File: src/rtl/core_lsu_ctrl.sv
// -----------------------------------------------------------------------------
// core_lsu_ctrl
//   Load/store sequencer between the execute stage and the data-memory port.
//   Takes one load/store at a time, rejects size-misaligned addresses without
//   touching memory, issues a doubleword-aligned valid/ready request with byte
//   strobes, waits for the memory response, then byte-aligns and sign/zero-
//   extends load data and returns a one-cycle response pulse.
//
//   Optional feature macro: LSU_TIMEOUT_EN
//     defined   : a WAIT-state counter raises o_lsu_err after TIMEOUT_CYC
//                 WAIT cycles without a response (a response arriving in the
//                 terminal cycle wins).
//     undefined : WAIT lasts until the response; o_lsu_err is constant 0.
//
//   Parameters
//     XLEN         data/address width (only 64 is supported)
//     TIMEOUT_CYC  WAIT cycles before a bus error (LSU_TIMEOUT_EN only)
//
//   Ports
//     i_clk, i_rst_n            clock (rising edge), async active-low reset
//     i_lsu_req_valid/o_lsu_req_ready  pipeline request handshake (ready = IDLE)
//     i_lsu_we, i_lsu_addr, i_lsu_size, i_lsu_su_extend, i_lsu_wdata
//                               request fields (store flag, byte address,
//                               B/H/W/D size, zero-extend select, store data)
//     o_lsu_rsp_valid           one-cycle response pulse
//     o_lsu_rdata               extended load data (0 for stores/errors)
//     o_lsu_misalign, o_lsu_err response qualifiers
//     o_mem_req_valid/i_mem_req_ready  memory request handshake
//     o_mem_we, o_mem_addr, o_mem_wdata, o_mem_wstrb  memory request fields
//     i_mem_rsp_valid, i_mem_rdata     memory response (sampled only in WAIT)
// -----------------------------------------------------------------------------
module core_lsu_ctrl #(
  parameter int XLEN        = 64,
  parameter int TIMEOUT_CYC = 255
) (
  input  logic              i_clk,
  input  logic              i_rst_n,
  input  logic              i_lsu_req_valid,
  output logic              o_lsu_req_ready,
  input  logic              i_lsu_we,
  input  logic [XLEN-1:0]   i_lsu_addr,
  input  logic [1:0]        i_lsu_size,
  input  logic              i_lsu_su_extend,
  input  logic [XLEN-1:0]   i_lsu_wdata,
  output logic              o_lsu_rsp_valid,
  output logic [XLEN-1:0]   o_lsu_rdata,
  output logic              o_lsu_misalign,
  output logic              o_lsu_err,
  output logic              o_mem_req_valid,
  input  logic              i_mem_req_ready,
  output logic              o_mem_we,
  output logic [XLEN-1:0]   o_mem_addr,
  output logic [XLEN-1:0]   o_mem_wdata,
  output logic [XLEN/8-1:0] o_mem_wstrb,
  input  logic              i_mem_rsp_valid,
  input  logic [XLEN-1:0]   i_mem_rdata
);

  if (XLEN != 64 || TIMEOUT_CYC < 1) begin : g_bad_cfg
    $error("core_lsu_ctrl: XLEN must be 64 and TIMEOUT_CYC must be >= 1");
  end

  localparam logic [1:0] ST_IDLE = 2'd0;
  localparam logic [1:0] ST_REQ  = 2'd1;
  localparam logic [1:0] ST_WAIT = 2'd2;
  localparam logic [1:0] ST_RESP = 2'd3;

  // Address not a multiple of the access size.
  function automatic logic is_misaligned(input logic [2:0] off, input logic [1:0] size);
    case (size)
      2'b00:   is_misaligned = 1'b0;
      2'b01:   is_misaligned = off[0];
      2'b10:   is_misaligned = |off[1:0];
      default: is_misaligned = |off;
    endcase
  endfunction

  // Replicate the LSB-justified store data into every lane of its size.
  function automatic logic [XLEN-1:0] store_lanes(input logic [XLEN-1:0] wd, input logic [1:0] size);
    case (size)
      2'b00:   store_lanes = {8{wd[7:0]}};
      2'b01:   store_lanes = {4{wd[15:0]}};
      2'b10:   store_lanes = {2{wd[31:0]}};
      default: store_lanes = wd;
    endcase
  endfunction

  function automatic logic [XLEN/8-1:0] store_strobes(input logic [2:0] off, input logic [1:0] size);
    logic [XLEN/8-1:0] base;
    case (size)
      2'b00:   base = 8'h01;
      2'b01:   base = 8'h03;
      2'b10:   base = 8'h0F;
      default: base = 8'hFF;
    endcase
    store_strobes = base << off;
  endfunction

  // Shift the addressed lane down to bit 0, then push it to the top and
  // shift back: arithmetic shift sign-extends, logical shift zero-extends.
  function automatic logic [XLEN-1:0] load_extend(input logic [XLEN-1:0] rd,
                                                  input logic [2:0]      off,
                                                  input logic [1:0]      size,
                                                  input logic            su);
    logic [XLEN-1:0]        raw;
    logic [XLEN-1:0]        left;
    logic signed [XLEN-1:0] ext_s;
    logic [5:0]             sh_up;
    raw = rd >> {off, 3'b000};
    case (size)
      2'b00:   sh_up = 6'd56;
      2'b01:   sh_up = 6'd48;
      2'b10:   sh_up = 6'd32;
      default: sh_up = 6'd0;
    endcase
    left  = raw << sh_up;
    ext_s = $signed(left) >>> sh_up;
    load_extend = su ? (left >> sh_up) : ext_s;
  endfunction

  logic [1:0]        state;

  logic [XLEN-1:0]   mem_addr_p0;
  logic [XLEN-1:0]   mem_wdata_p0;
  logic [XLEN/8-1:0] mem_wstrb_p0;
  logic              we_p0;
  logic              su_p0;
  logic [1:0]        size_p0;
  logic [2:0]        off_p0;

  logic [XLEN-1:0]   rdata_p1;
  logic              misalign_p1;

  logic              tmo_hit;

`ifdef LSU_TIMEOUT_EN
  localparam int CNT_W = ($clog2(TIMEOUT_CYC + 1) > 8) ? $clog2(TIMEOUT_CYC + 1) : 8;
  localparam logic [CNT_W-1:0] TMO_LAST = CNT_W'(TIMEOUT_CYC - 1);

  logic [CNT_W-1:0] tmo_cnt;
  logic             err_p1;

  // tmo_cnt holds the number of response-less WAIT cycles already spent,
  // so the terminal compare fires in the TIMEOUT_CYC-th WAIT cycle.
  assign tmo_hit = (tmo_cnt == TMO_LAST);

  always_ff @(posedge i_clk or negedge i_rst_n) begin
    if (!i_rst_n) begin
      tmo_cnt <= '0;
      err_p1  <= 1'b0;
    end else begin
      if (state == ST_REQ && i_mem_req_ready) begin
        tmo_cnt <= '0;
      end else if (state == ST_WAIT && !i_mem_rsp_valid && !tmo_hit) begin
        tmo_cnt <= tmo_cnt + 1'b1;
      end

      if (state == ST_IDLE && i_lsu_req_valid) begin
        err_p1 <= 1'b0;
      end else if (state == ST_WAIT) begin
        if (i_mem_rsp_valid) begin
          err_p1 <= 1'b0;
        end else if (tmo_hit) begin
          err_p1 <= 1'b1;
        end
      end
    end
  end

  assign o_lsu_err = err_p1;
`else
  assign tmo_hit   = 1'b0;
  assign o_lsu_err = 1'b0;
`endif

  always_ff @(posedge i_clk or negedge i_rst_n) begin
    if (!i_rst_n) begin
      state        <= ST_IDLE;
      mem_addr_p0  <= '0;
      mem_wdata_p0 <= '0;
      mem_wstrb_p0 <= '0;
      we_p0        <= 1'b0;
      su_p0        <= 1'b0;
      size_p0      <= 2'b00;
      off_p0       <= 3'b000;
      rdata_p1     <= '0;
      misalign_p1  <= 1'b0;
    end else begin
      case (state)
        // p0: capture the request and build the memory-side fields
        ST_IDLE: begin
          if (i_lsu_req_valid) begin
            mem_addr_p0  <= {i_lsu_addr[XLEN-1:3], 3'b000};
            mem_wdata_p0 <= store_lanes(i_lsu_wdata, i_lsu_size);
            mem_wstrb_p0 <= i_lsu_we ? store_strobes(i_lsu_addr[2:0], i_lsu_size) : '1;
            we_p0        <= i_lsu_we;
            su_p0        <= i_lsu_su_extend;
            size_p0      <= i_lsu_size;
            off_p0       <= i_lsu_addr[2:0];
            if (is_misaligned(i_lsu_addr[2:0], i_lsu_size)) begin
              misalign_p1 <= 1'b1;
              rdata_p1    <= '0;
              state       <= ST_RESP;
            end else begin
              misalign_p1 <= 1'b0;
              state       <= ST_REQ;
            end
          end
        end
        ST_REQ: begin
          if (i_mem_req_ready) begin
            state <= ST_WAIT;
          end
        end
        // p1: memory response -> aligned, extended result
        ST_WAIT: begin
          if (i_mem_rsp_valid) begin
            rdata_p1 <= we_p0 ? '0 : load_extend(i_mem_rdata, off_p0, size_p0, su_p0);
            state    <= ST_RESP;
          end else if (tmo_hit) begin
            rdata_p1 <= '0;
            state    <= ST_RESP;
          end
        end
        ST_RESP: state <= ST_IDLE;
        default: state <= ST_IDLE;
      endcase
    end
  end

  assign o_lsu_req_ready = (state == ST_IDLE);
  assign o_lsu_rsp_valid = (state == ST_RESP);
  assign o_lsu_rdata     = rdata_p1;
  assign o_lsu_misalign  = misalign_p1;

  assign o_mem_req_valid = (state == ST_REQ);
  assign o_mem_we        = we_p0;
  assign o_mem_addr      = mem_addr_p0;
  assign o_mem_wdata     = mem_wdata_p0;
  assign o_mem_wstrb     = mem_wstrb_p0;

endmodule

File: config.mk
export PLATFORM = sky130hd
export DESIGN_NAME = core_lsu_ctrl
export DESIGN_NICKNAME = d
export VERILOG_FILES = /design/src/rtl/core_lsu_ctrl.sv
export SDC_FILE = /design/constraint.sdc
export NUM_CORES = 1
export LEC_CHECK = 0
export CORE_AREA = 2 2 158 160
export DETAILED_ROUTE_END_ITERATION = 16
export DIE_AREA = 0 0 160 162
export PLACE_DENSITY = 0.81
export RECOVER_POWER = 100
export SETUP_SLACK_MARGIN = 0.15
export SYNTH_ARGS = -nofsm -noshare
export SYNTH_HDL_FRONTEND = slang
export SYNTH_SLANG_ARGS = --single-unit
File: constraint.sdc
create_clock -name i_clk -period 3.2 [get_ports i_clk]
set_input_delay 0.64 -clock i_clk [delete_from_list [all_inputs] [get_ports i_clk]]
set_output_delay 0.64 -clock i_clk [all_outputs]
set_load 0.01 [all_outputs]
# Yosys cells after proc, flatten, opt, wreduce, memory -nomap -nowiden
# Cells that the tools add are included.
[word_totals]
ff_bits = 207
in_bits = 201
output_inout_bits = 206
elab_cells = 58
[op_classes]
n_eq_ne = 11
shift = 5
mux = 23
n_reduce_logical = 9
[op_table]
columns = ["operator", "n"]
rows = [
  ["$mux W64", 5],
  ["$pmux W64 S3", 1],
  ["$pmux W64 S2", 1],
  ["$shr A64 B6 Y64", 2],
  ["$shl A64 B6 Y64", 1],
  ["$sshr A64 B6 Y64", 1],
  ["$mux W8", 3],
  ["$pmux W8 S3", 1],
  ["$pmux W6 S3", 1],
  ["$mux W6", 2],
  ["$eq A2 B2 Y1 const B", 4],
  ["$mux W2", 4],
  ["$pmux W2 S4", 1],
  ["$shl A8 B3 Y8", 1],
  ["$eq A2 B1 Y1 const B", 3],
  ["$logic_not A2 Y1", 3],
  ["$ne A2 B1 Y1 const B", 2],
  ["$ne A2 B2 Y1 const B", 2],
  ["$reduce_and A4 Y1", 1],
  ["$mux W1", 3],
  ["$pmux W1 S3", 1],
  ["$reduce_and A3 Y1", 1],
  ["$reduce_or A3 Y1", 1],
  ["$reduce_and A2 Y1", 1],
  ["other kinds (2)", 2],
]

# Depth between registers and ports, before layout
# Gate-level depths: netlist (run 1).
[logic_depth]
word_depth = 10
mapped_depth = 9
depth_no_buf = 7

# Worst setup path after synthesis (run 1)
# Ideal clock, no wire load.
[synth_timing]
path_type = "input -> register"
startpoint = "input port i_lsu_size[1]"
endpoint = "register rdata_p1[42], in the netlist o_lsu_rdata[42]"
arrival_time_ps = 2025
required_ps = 3074
slack_ps = 1049
cell_stages = 7
path_cell_list = "buf_2 a21o_1 a311o_2 nand2_4 nor3_2 buf_2 a221o_1"
[synth_via]
elab_chain_len = 6
elab_cells_between_ends = 8
[synth_lines]
columns = ["element", "line", "source"]
rows = [
  ["start: declaration", "42", "input logic [1:0] i_lsu_size,"],
  ["$eq A2 B2 Y1 (tied with other cells)", "70", "case (size)"],
  ["$pmux W1 S3 (*)", "70", ""],
  ["$mux W1 (*)", "192", "if (i_lsu_req_valid) begin"],
  ["$mux W1 (*)", "189", "case (state)"],
  ["$ne A2 B1 Y1 (no source line) (*)", "--", ""],
  ["$reduce_and A4 Y1 (no source line) (*)", "--", ""],
  ["end signal: assignment", "218", "rdata_p1 <= we_p0 ? '0 : load_extend(i_mem_rdata, off_p0, size_p0, su_p0);"],
  ["end: declaration", "131", "logic [XLEN-1:0] rdata_p1;"],
]
# Mark *: on every way between the ends. The rest lies on a longest branch, timed or not. The select of a mux whose other input is x is not followed.
# A chain may end at the register's enable or synchronous reset.

# Worst setup path after layout (run 1)
[layout_timing]
startpoint = "register off_p0[0]"
endpoint = "register rdata_p1[27], in the netlist o_lsu_rdata[27]"
[layout_via]
elab_chain_len = 7
elab_cells_between_ends = 8
[layout_lines]
columns = ["element", "line", "source"]
rows = [
  ["start: declaration", "129", "logic [2:0] off_p0;"],
  ["start signal: assignment", "199", "off_p0 <= i_lsu_addr[2:0];"],
  ["$shr A64 B6 Y64 (*)", "109", "raw = rd >> {off, 3'b000};"],
  ["$shl A64 B6 Y64 (*)", "116", "left = raw << sh_up;"],
  ["$sshr A64 B6 Y64 or $shr A64 B6 Y64 (tied branches)", "117, 118", ""],
  ["$mux W64 (*)", "118", "load_extend = su ? (left >> sh_up) : ext_s;"],
  ["$mux W64 (*)", "218", ""],
  ["$mux W64 (*)", "217", "if (i_mem_rsp_valid) begin"],
  ["$pmux W64 S2 (*)", "189", ""],
]
# Marked as above.

==> impl_metrics.ini, run 1 <==
[placement]
dp.cells = 1788
dp_hpwl_um = 31100
gp_congestion = 0.961
place_ws_ps = 266
portBuffers = 402

[final_layout]
drive_gt1_frac = 0.0790
fillers = 1987
syn_to_final_growth_pct = 47.5
stdcell_count = 1831
multi_input_area_mm2 = 0.00509
regArea_mm2 = 0.00518
final_common_cell = nand2_1
final_cell_mix = nand2_1, dfrtp_1, dlygate4sd3_1
final_nets = 1694

[clock_tree]
cts_num_sinks = 207
clock_path_buffers = 3
cts_tree = yes
clock_latency_ps = 520
cts_buffers = 23
cts_resized = 0
holdBufCountCts = 0
cts_setup_buffers = 0
cts_root_buf = clkbuf_16
cts_max_level = 1
path_clk_slew_ps = 60

[routing]
drc = 0
drt_wl_total_um = 41100
ant_nets = 0
via_per_inst = 5.66
drt_iter0_markers = 773
routed-via-count = 10358
drt-pass1-iter-count = 7
wire_per_inst_um = 22.4

[logic_synthesis]
synth-edff-count = 0
syn_area_per_cell_um2 = 9.59
synth-seq-cells = 207
ys_seq_area_frac = 0.483
synthCells = 1119
ys_warn_count = 0
syn_area_mm2 = 0.0107
ys_types = 63
ys.flop_type = dfrtp_1
synthArstFlopShare = 1.00

[worst_setup_path]
critPathCaptureType = register
startpoint = off_p0[0]
crit_chain = buf_4, nor2b_1, a2bb2oi_2, nand4_2, a211o_1, o311ai_0
cp_slowest_stage_delay_ps = 660
cp_max_fo = 14
r2r-start = off_p0[0]
crit_path_top_delay_cell = nor2b_1
crit_arrival_ps = 3250
start_kind = register
critPathRequiredTime_ps = 3550
crit_type = register to register

[timing]
skew_ps = 12.2
setup_viol = 0
setup_slack_ps = 300
fin_setup_tns_ps = 0
grt_setup_unrepaired = false
clock.fmax_ghz = 0.345
timing.final.hold_violations = 0
period_share = 0.906
min_period_ps = 2900
worst_hold_slack_ps = 466
relSlewSlack = -0.195
worst_pin_slew_ps = 1790
drv_slew = 68

[die]
start_util = 0.445
rows = 57
core_area_mm2 = 0.0241
die_h_um = 162
dieArea_mm2 = 0.0259
chipWidth_um = 160
io_pins = 407

[grt]
grt_pass1_wl_um = 61900
grtUsageTotal = 0.308
antenna_found_initial = 2
grt_pass1_vias = 10360
grt_max_degree = 79
grt_overflow = 0

[hold_path]
hp-start = o_mem_addr[4]
hold_class = register to register

[outcome]
violations = capacitance limit, slew limit
status = finished with violations

[power_and_ir_drop]
pwr_density_cell_mw_per_mm2 = 948
vdd_drop_max_v = 0.000521
leakage_nw = 7.53

[run]
max_cap_violations = 2
-- final cells by class --
| type | instances | share of cell area |
|---|---|---|
| Sequential cell | 207 | 0.327 |
| Inverter | 10 | 0.00237 |
| Antenna cell | 1 | 0.000158 |
| Clock inverter | 10 | 0.0101 |
| Clock buffer | 32 | 0.0429 |
| Tap cell | 324 | 0.0256 |
| Timing Repair Buffer | 432 | 0.271 |
| Multi-Input combinational cell | 815 | 0.321 |
-- stage by stage --
step                area [um^2]  power [mW]  utilization
floorplan                 10700        8.41            -
global placement          15100        12.5        0.624
detailed placement        15100        12.6        0.624
CTS                       15900        15.6        0.659
global route              15800        15.8        0.657
finish                    15800        15.0        0.657
-- flip-flops by register name (all words and copies together), names as in the netlist --
register	cells
o_lsu_misalign	1
o_lsu_rdata	64
o_mem_addr	61
o_mem_wdata	64
o_mem_we	1
o_mem_wstrb	8
off_p0	3
size_p0	2
state	2
su_p0	1
-- synth_stat cells (all sizes together) (11+ instances only) --
master	instances	area (um^2)
clkbuf	52	195
nand2	339	1280
mux4	16	360
dfrtp	207	5180
a22o	11	96.3
mux2i	98	981
a21oi	21	105
mux2	21	236
nor2	38	143
nand3	14	75.1
a221o	31	310
buf	38	245
o21ai	102	514
-- kinds of logic after synthesis --
kind of cell    count (synthesis)  share of synthesized area
compound gates                244                      0.159
fa+ha+maj                       4                    0.00466
buf+inv                       100                     0.0445
flops                         207                      0.483
mux                           135                      0.147
other cells                     1                   0.000349
simple gates                  428                      0.162
-- power breakdown --
| group | internal (mW) | switching [mW] | total, mW | leakage (nW) |
|---|---|---|---|---|
| Sequential | 3.80 | 0.853 | 4.65 | 2.64 |
| Clock | 1.81 | 1.10 | 2.91 | 0.414 |
| Combinational | 3.38 | 4.07 | 7.45 | 4.47 |
-- per-layer routing --
layer / vias to the layer above / track usage / share of wire
met5: - / 0 / 0.00056
met4: 4 / 0.143 / 0.054
met3: 107 / 0.0715 / 0.081
met2: 539 / 0.544 / 0.50
met1: 5033 / 0.358 / 0.37
li1: 4675 / - / -
-- worst paths after layout --
check	depth (start not counted)	slack [ps]	to
min in group asynchronous	1	610	o_lsu_rdata[43]
hold reg to reg	2	470	o_mem_addr[4]
setup reg to reg	6	300	o_lsu_rdata[27]
setup / recovery	6	300	o_lsu_rdata[27]
hold / removal	2	470	o_mem_addr[4]
max in group asynchronous	2	760	o_mem_wdata[36]
-- critical path: cells and delay by family, from the launching register on --
family | cells | cell delay [ps]
flip-flops | 1 | 640
AND/OR/NAND/NOR | 2 | 900
AO/OA/AOI/OAI | 3 | 850
buffers and inverters | 1 | 340
No activity file was read; power rests on OpenSTA's default activity.
==> run 2: changes to the inputs <==
- CELL_PAD_IN_SITES_DETAIL_PLACEMENT: not set -> 1
- CELL_PAD_IN_SITES_GLOBAL_PLACEMENT: not set -> 1
- CORE_AREA: 2 2 158 160 -> not set
- CORE_MARGIN: not set -> 5
- CORE_UTILIZATION: not set -> 36
- DIE_AREA: 0 0 160 162 -> not set
- PLACE_DENSITY: 0.81 -> not set
- PLACE_DENSITY_LB_ADDON: not set -> 0.1
==> impl_metrics.ini, run 2 (synthesis gave the netlist of run 1 again) <==
[clock_tree]
cts_setup_buffers = 0
path_clk_slew_ps = 60
cts_max_level = 1
cts_resized = 0
clock_path_buffers = 3
cts_buffers = 25
cts_root_buf = clkbuf_16
holdBufCountCts = 0
clock_latency_ps = 520
cts_tree = yes
cts_num_sinks = 207

[grt]
grt_overflow = 0
antenna_found_initial = 1
grt_max_degree = 82
grtUsageTotal = 0.252
grt_pass1_wl_um = 66000
grt_pass1_vias = 10999

[final_layout]
post-route-util = 0.538
final_nets = 1700
multi_input_area_mm2 = 0.00509
drive_gt1_frac = 0.0781
syn_to_final_growth_pct = 48.1
post-route-cell-area_mm2 = 0.0159
regArea_mm2 = 0.00518
final_cell_mix = nand2_1, dfrtp_1, dlygate4sd3_1
final_common_cell = nand2_1
fillers = 3336

[worst_setup_path]
crit_arrival_ps = 3240
critPathRequiredTime_ps = 3640
cp_slowest_stage_delay_ps = 630
start_kind = register
crit_type = register to register
critPathTopFamily = compound AO/OA/AOI/OAI gates
cp_max_fo = 52
cp_common_cell = inv_1
critPathCaptureType = register
cp_num_buf_inv = 3
crit_chain = inv_1, ha_1, inv_1, a311o_1, o211ai_1, buf_12, a211oi_1, a32oi_1
crit_path_top_delay_cell = o211ai_1

[placement]
gp_congestion = 0.926
dpl_cell_area_mm2 = 0.0152
dp_hpwl_um = 32500
portBuffers = 402

[power_and_ir_drop]
p_seq_frac = 0.310
pwr-share-comb = 0.500
p_switching_mw = 6.01
switching_share = 0.405
vdd_drop_max_v = 0.000415
leakage_nw = 7.51
clkPwrFrac = 0.190
pwr_density_cell_mw_per_mm2 = 934
intPower_mw = 8.84

[timing]
period_share = 0.874
clock.fmax_ghz = 0.358
drv_slew = 80
setup_viol = 0
skew_ps = 11.0
min_period_ps = 2800
grt_setup_unrepaired = false
worst_pin_slew_ps = 2340
relSlewSlack = -0.558
fin_setup_tns_ps = 0
timing.final.hold_violations = 0

[die]
dieArea_mm2 = 0.0334
die_h_um = 183
rows = 63
start_util = 0.363
io_pins = 407
core_area_mm2 = 0.0296
chipWidth_um = 183

[routing]
via_per_inst = 5.33
drt-pass1-iter-count = 5
routed-via-count = 10143
drt_iter0_markers = 490
wire_per_inst_um = 22.8
drc = 0
ant_nets = 0
drt_wl_total_um = 43400

[run]
max_cap_violations = 1

[hold_path]
hold_class = register to register

[outcome]
violations = capacitance limit, slew limit
status = finished with violations
[run 2: cell count changes in the layout (fill, tap and decap cells not counted), sizes merged]
cell      previous run  this run
clkinv               4         3
buf                 25        24
bufinv               4         1
clkinvlp             1         0
clkbuf              39        51
inv                 11        10
[run 2: power groups by stage]
| stage | logic, mW | clock network (mW) | registers (mW) |
|---|---|---|---|
| floorplan | 3.45 | 0 | 4.95 |
| global placement | 7.82 | 0 | 4.63 |
| detailed placement | 7.95 | 0 | 4.68 |
| CTS | 7.99 | 2.90 | 4.67 |
| global route | 8.04 | 3.01 | 4.77 |
| finish | 7.43 | 2.82 | 4.61 |
[run 2: worst register-to-register path, delay by kind of cell, from the launching register on]
kind | cells | cell delay, ps
compound gates | 4 | 1390
buf+inv | 3 | 570
flops | 1 | 410
fa+ha+maj | 1 | 370
[run 2: path summary, 6_finish.rpt]
path,end,cells after the start,startpoint,slack (ps)
worst max-delay path,o_lsu_rdata[18],8,state[0],400
worst min-delay path,o_mem_wdata[6],2,o_mem_wdata[6],470
worst max register to register,o_lsu_rdata[18],8,state[0],400
worst min register to register,o_mem_wdata[6],2,o_mem_wdata[6],470
max in group asynchronous,o_mem_wdata[26],2,i_rst_n,730
min in group asynchronous,o_lsu_rdata[46],1,i_rst_n,830
[run 2: per-stage QoR]
step | power (mW) | hold WS, ps | std cells | setup slack [ps]
floorplan | 8.41 | 344 | 1122 | 1050
global placement | 12.5 | 457 | 1858 | 303
detailed placement | 12.6 | 462 | 1858 | 247
CTS | 15.6 | 208 | 1901 | 468
global route | 15.8 | 487 | 1902 | 213
finish | 14.9 | 467 | 1902 | 403
[run 2: per-layer routing]
layer,vias to the layer above,wire (um),track usage
met4,0,1720,0.0910
met3,72,3730,0.0819
li1,4688,-,-
met1,5008,16600,0.297
met2,375,21300,0.429
met5,-,0,0
[run 2: final cells by class]
| class | count | share of cell area |
|---|---|---|
| sequential | 207 | 0.326 |
| clock buffer | 39 | 0.0477 |
| inverter | 10 | 0.00236 |
| timing repair buffer | 436 | 0.270 |
| antenna | 1 | 0.000157 |
| clock inverter | 4 | 0.00331 |
| multi-input combinational | 815 | 0.320 |
| tap | 390 | 0.0307 |
==> run 3: changes to the inputs <==
--- a/config.mk
+++ b/config.mk
@@ -12,4 +12,6 @@
 export DETAILED_ROUTE_END_ITERATION = 16
+export GPL_TIMING_DRIVEN = 0
 export PLACE_DENSITY_LB_ADDON = 0.1
 export RECOVER_POWER = 100
+export REMOVE_ABC_BUFFERS = 1
 export SETUP_SLACK_MARGIN = 0.15
==> constraint.sdc (replaced) <==
create_clock -name i_clk -period 3.2 [get_ports i_clk]
set_input_delay 0.32 -clock i_clk [delete_from_list [all_inputs] [get_ports i_clk]]
set_output_delay 0.32 -clock i_clk [all_outputs]
set_load 0.01 [all_outputs]
==> impl_metrics.ini, run 3 (synthesis gave the netlist of run 1 again) <==
[power_and_ir_drop]
switching_share = 0.399
pwr-share-comb = 0.488
clkPwrFrac = 0.187
pwr_density_cell_mw_per_mm2 = 921
p_switching_mw = 5.82
vdd_drop_max_v = 0.000498
leakage_nw = 7.47
p_seq_frac = 0.325
intPower_mw = 8.77

[clock_tree]
cts_num_sinks = 207
cts_max_level = 1
path_clk_slew_ps = 60
cts_tree = yes
cts_root_buf = clkbuf_16
cts_buffers = 25
clock_path_buffers = 3
clock_latency_ps = 530

[final_layout]
drive_gt1_frac = 0.0718
stdcell_count = 1882
final_common_cell = nand2_1
post-route-cell-area_mm2 = 0.0158
final_nets = 1680
final_cell_mix = nand2_1, dfrtp_1, dlygate4sd3_1
syn_to_final_growth_pct = 47.6

[timing]
skew_ps = 8.28
clock.fmax_ghz = 0.342
worst_hold_slack_ps = 289
min_period_ps = 2930
period_share = 0.915
worst_pin_slew_ps = 2310
grt_setup_unrepaired = false
setup_viol = 0
relSlewSlack = -0.539
timing.final.hold_violations = 0
setup_slack_ps = 273
drv_slew = 97

[grt]
antenna_found_initial = 3
grt_pass1_wl_um = 63400
grt_pass1_vias = 10796
grt_overflow = 0
grt_max_degree = 112
grtUsageTotal = 0.240

[worst_setup_path]
crit_path_top_delay_cell = dfrtp_4
start_kind = register
cp_max_fo = 33
critPathRequiredTime_ps = 3660
crit_type = register to register
cp_slowest_stage_delay_ps = 780
crit_arrival_ps = 3390
crit_chain = mux4_2, a2bb2oi_2, nand3_2, a311oi_2, clkbuf_2, a221o_1
critPathCaptureType = register

[routing]
drc = 0
routed-via-count = 9937
drt_wl_total_um = 41100
drt-pass1-iter-count = 5
wire_per_inst_um = 21.9
drt_iter0_markers = 558
ant_nets = 0
via_per_inst = 5.28

[die]
rows = 63
io_pins = 407
dieArea_mm2 = 0.0334
die_h_um = 183
start_util = 0.363
core_area_mm2 = 0.0296
chipWidth_um = 183

[outcome]
status = finished with violations
violations = capacitance limit, slew limit

[hold_path]
hold_class = input port to register

[placement]
dp.cells = 1833
portBuffers = 402
gp_congestion = 0.825
dp_hpwl_um = 29100
dpl_cell_area_mm2 = 0.0151
place_ws_ps = -447

[run]
max_cap_violations = 1
run 3: what timing repair did:
action,4_1_cts,5_1_grt
endpoints found under the hold margin,96,0
pin swaps,1,0
setup buffers,3,0
hold buffers,1,0
resized for setup,3,1
endpoints found under the setup margin,50,2
run 3: critical path: cells and delay by family (launching register included):
family | cells | cell delay [ps]
flops | 1 | 780
compound gates | 3 | 980
buf+inv | 1 | 310
mux | 1 | 370
simple gates | 1 | 360
run 3: final cells by class:
type,count,area [um^2]
antenna,1,2.50
sequential,207,5190
inverter,10,40.0
tap,390,488
timing repair buffer,416,4270
clock inverter,7,38.8
multi-input combinational,815,5080
clock buffer,36,737
fill,3305,13700
run 3: per-layer routing:
layer  track usage  routed length, um
met1         0.296              16200
met2         0.401              19700
met3        0.0875               4210
met4        0.0594                962
met5             0                 27
run 3: path summary, 6_finish.rpt:
check | start | endpoint | slack [ps] | cells after the start
max | off_p0[0] | o_lsu_rdata[54] | 270 | 6
min | i_lsu_size[0] | size_p0[0] | 290 | 3
max reg2reg | off_p0[0] | o_lsu_rdata[54] | 270 | 6
min reg2reg | o_mem_addr[18] | o_mem_addr[18] | 470 | 2
max in group asynchronous | i_rst_n | off_p0[0] | 730 | 3
min in group asynchronous | i_rst_n | o_lsu_rdata[36] | 1010 | 2
run 3: power groups by stage:
stage	logic, mW	registers [mW]	clock network (mW)
detailed placement	7.53	4.89	0
CTS	7.68	4.81	2.80
finish	7.12	4.74	2.73
global route	7.76	4.93	2.92
global placement	7.37	4.83	0
floorplan	2.99	5.22	0
run 3: metrics by stage:
step           power [mW]   util  TNS [ps]
2_1_floorplan        8.21      -    -84830
3_3_place_gp         12.2  0.501  -2050290
3_5_place_dp         12.4  0.509    -10370
4_1_cts              15.3  0.537         0
5_1_grt              15.6  0.536         0
6_report             14.6  0.536         0
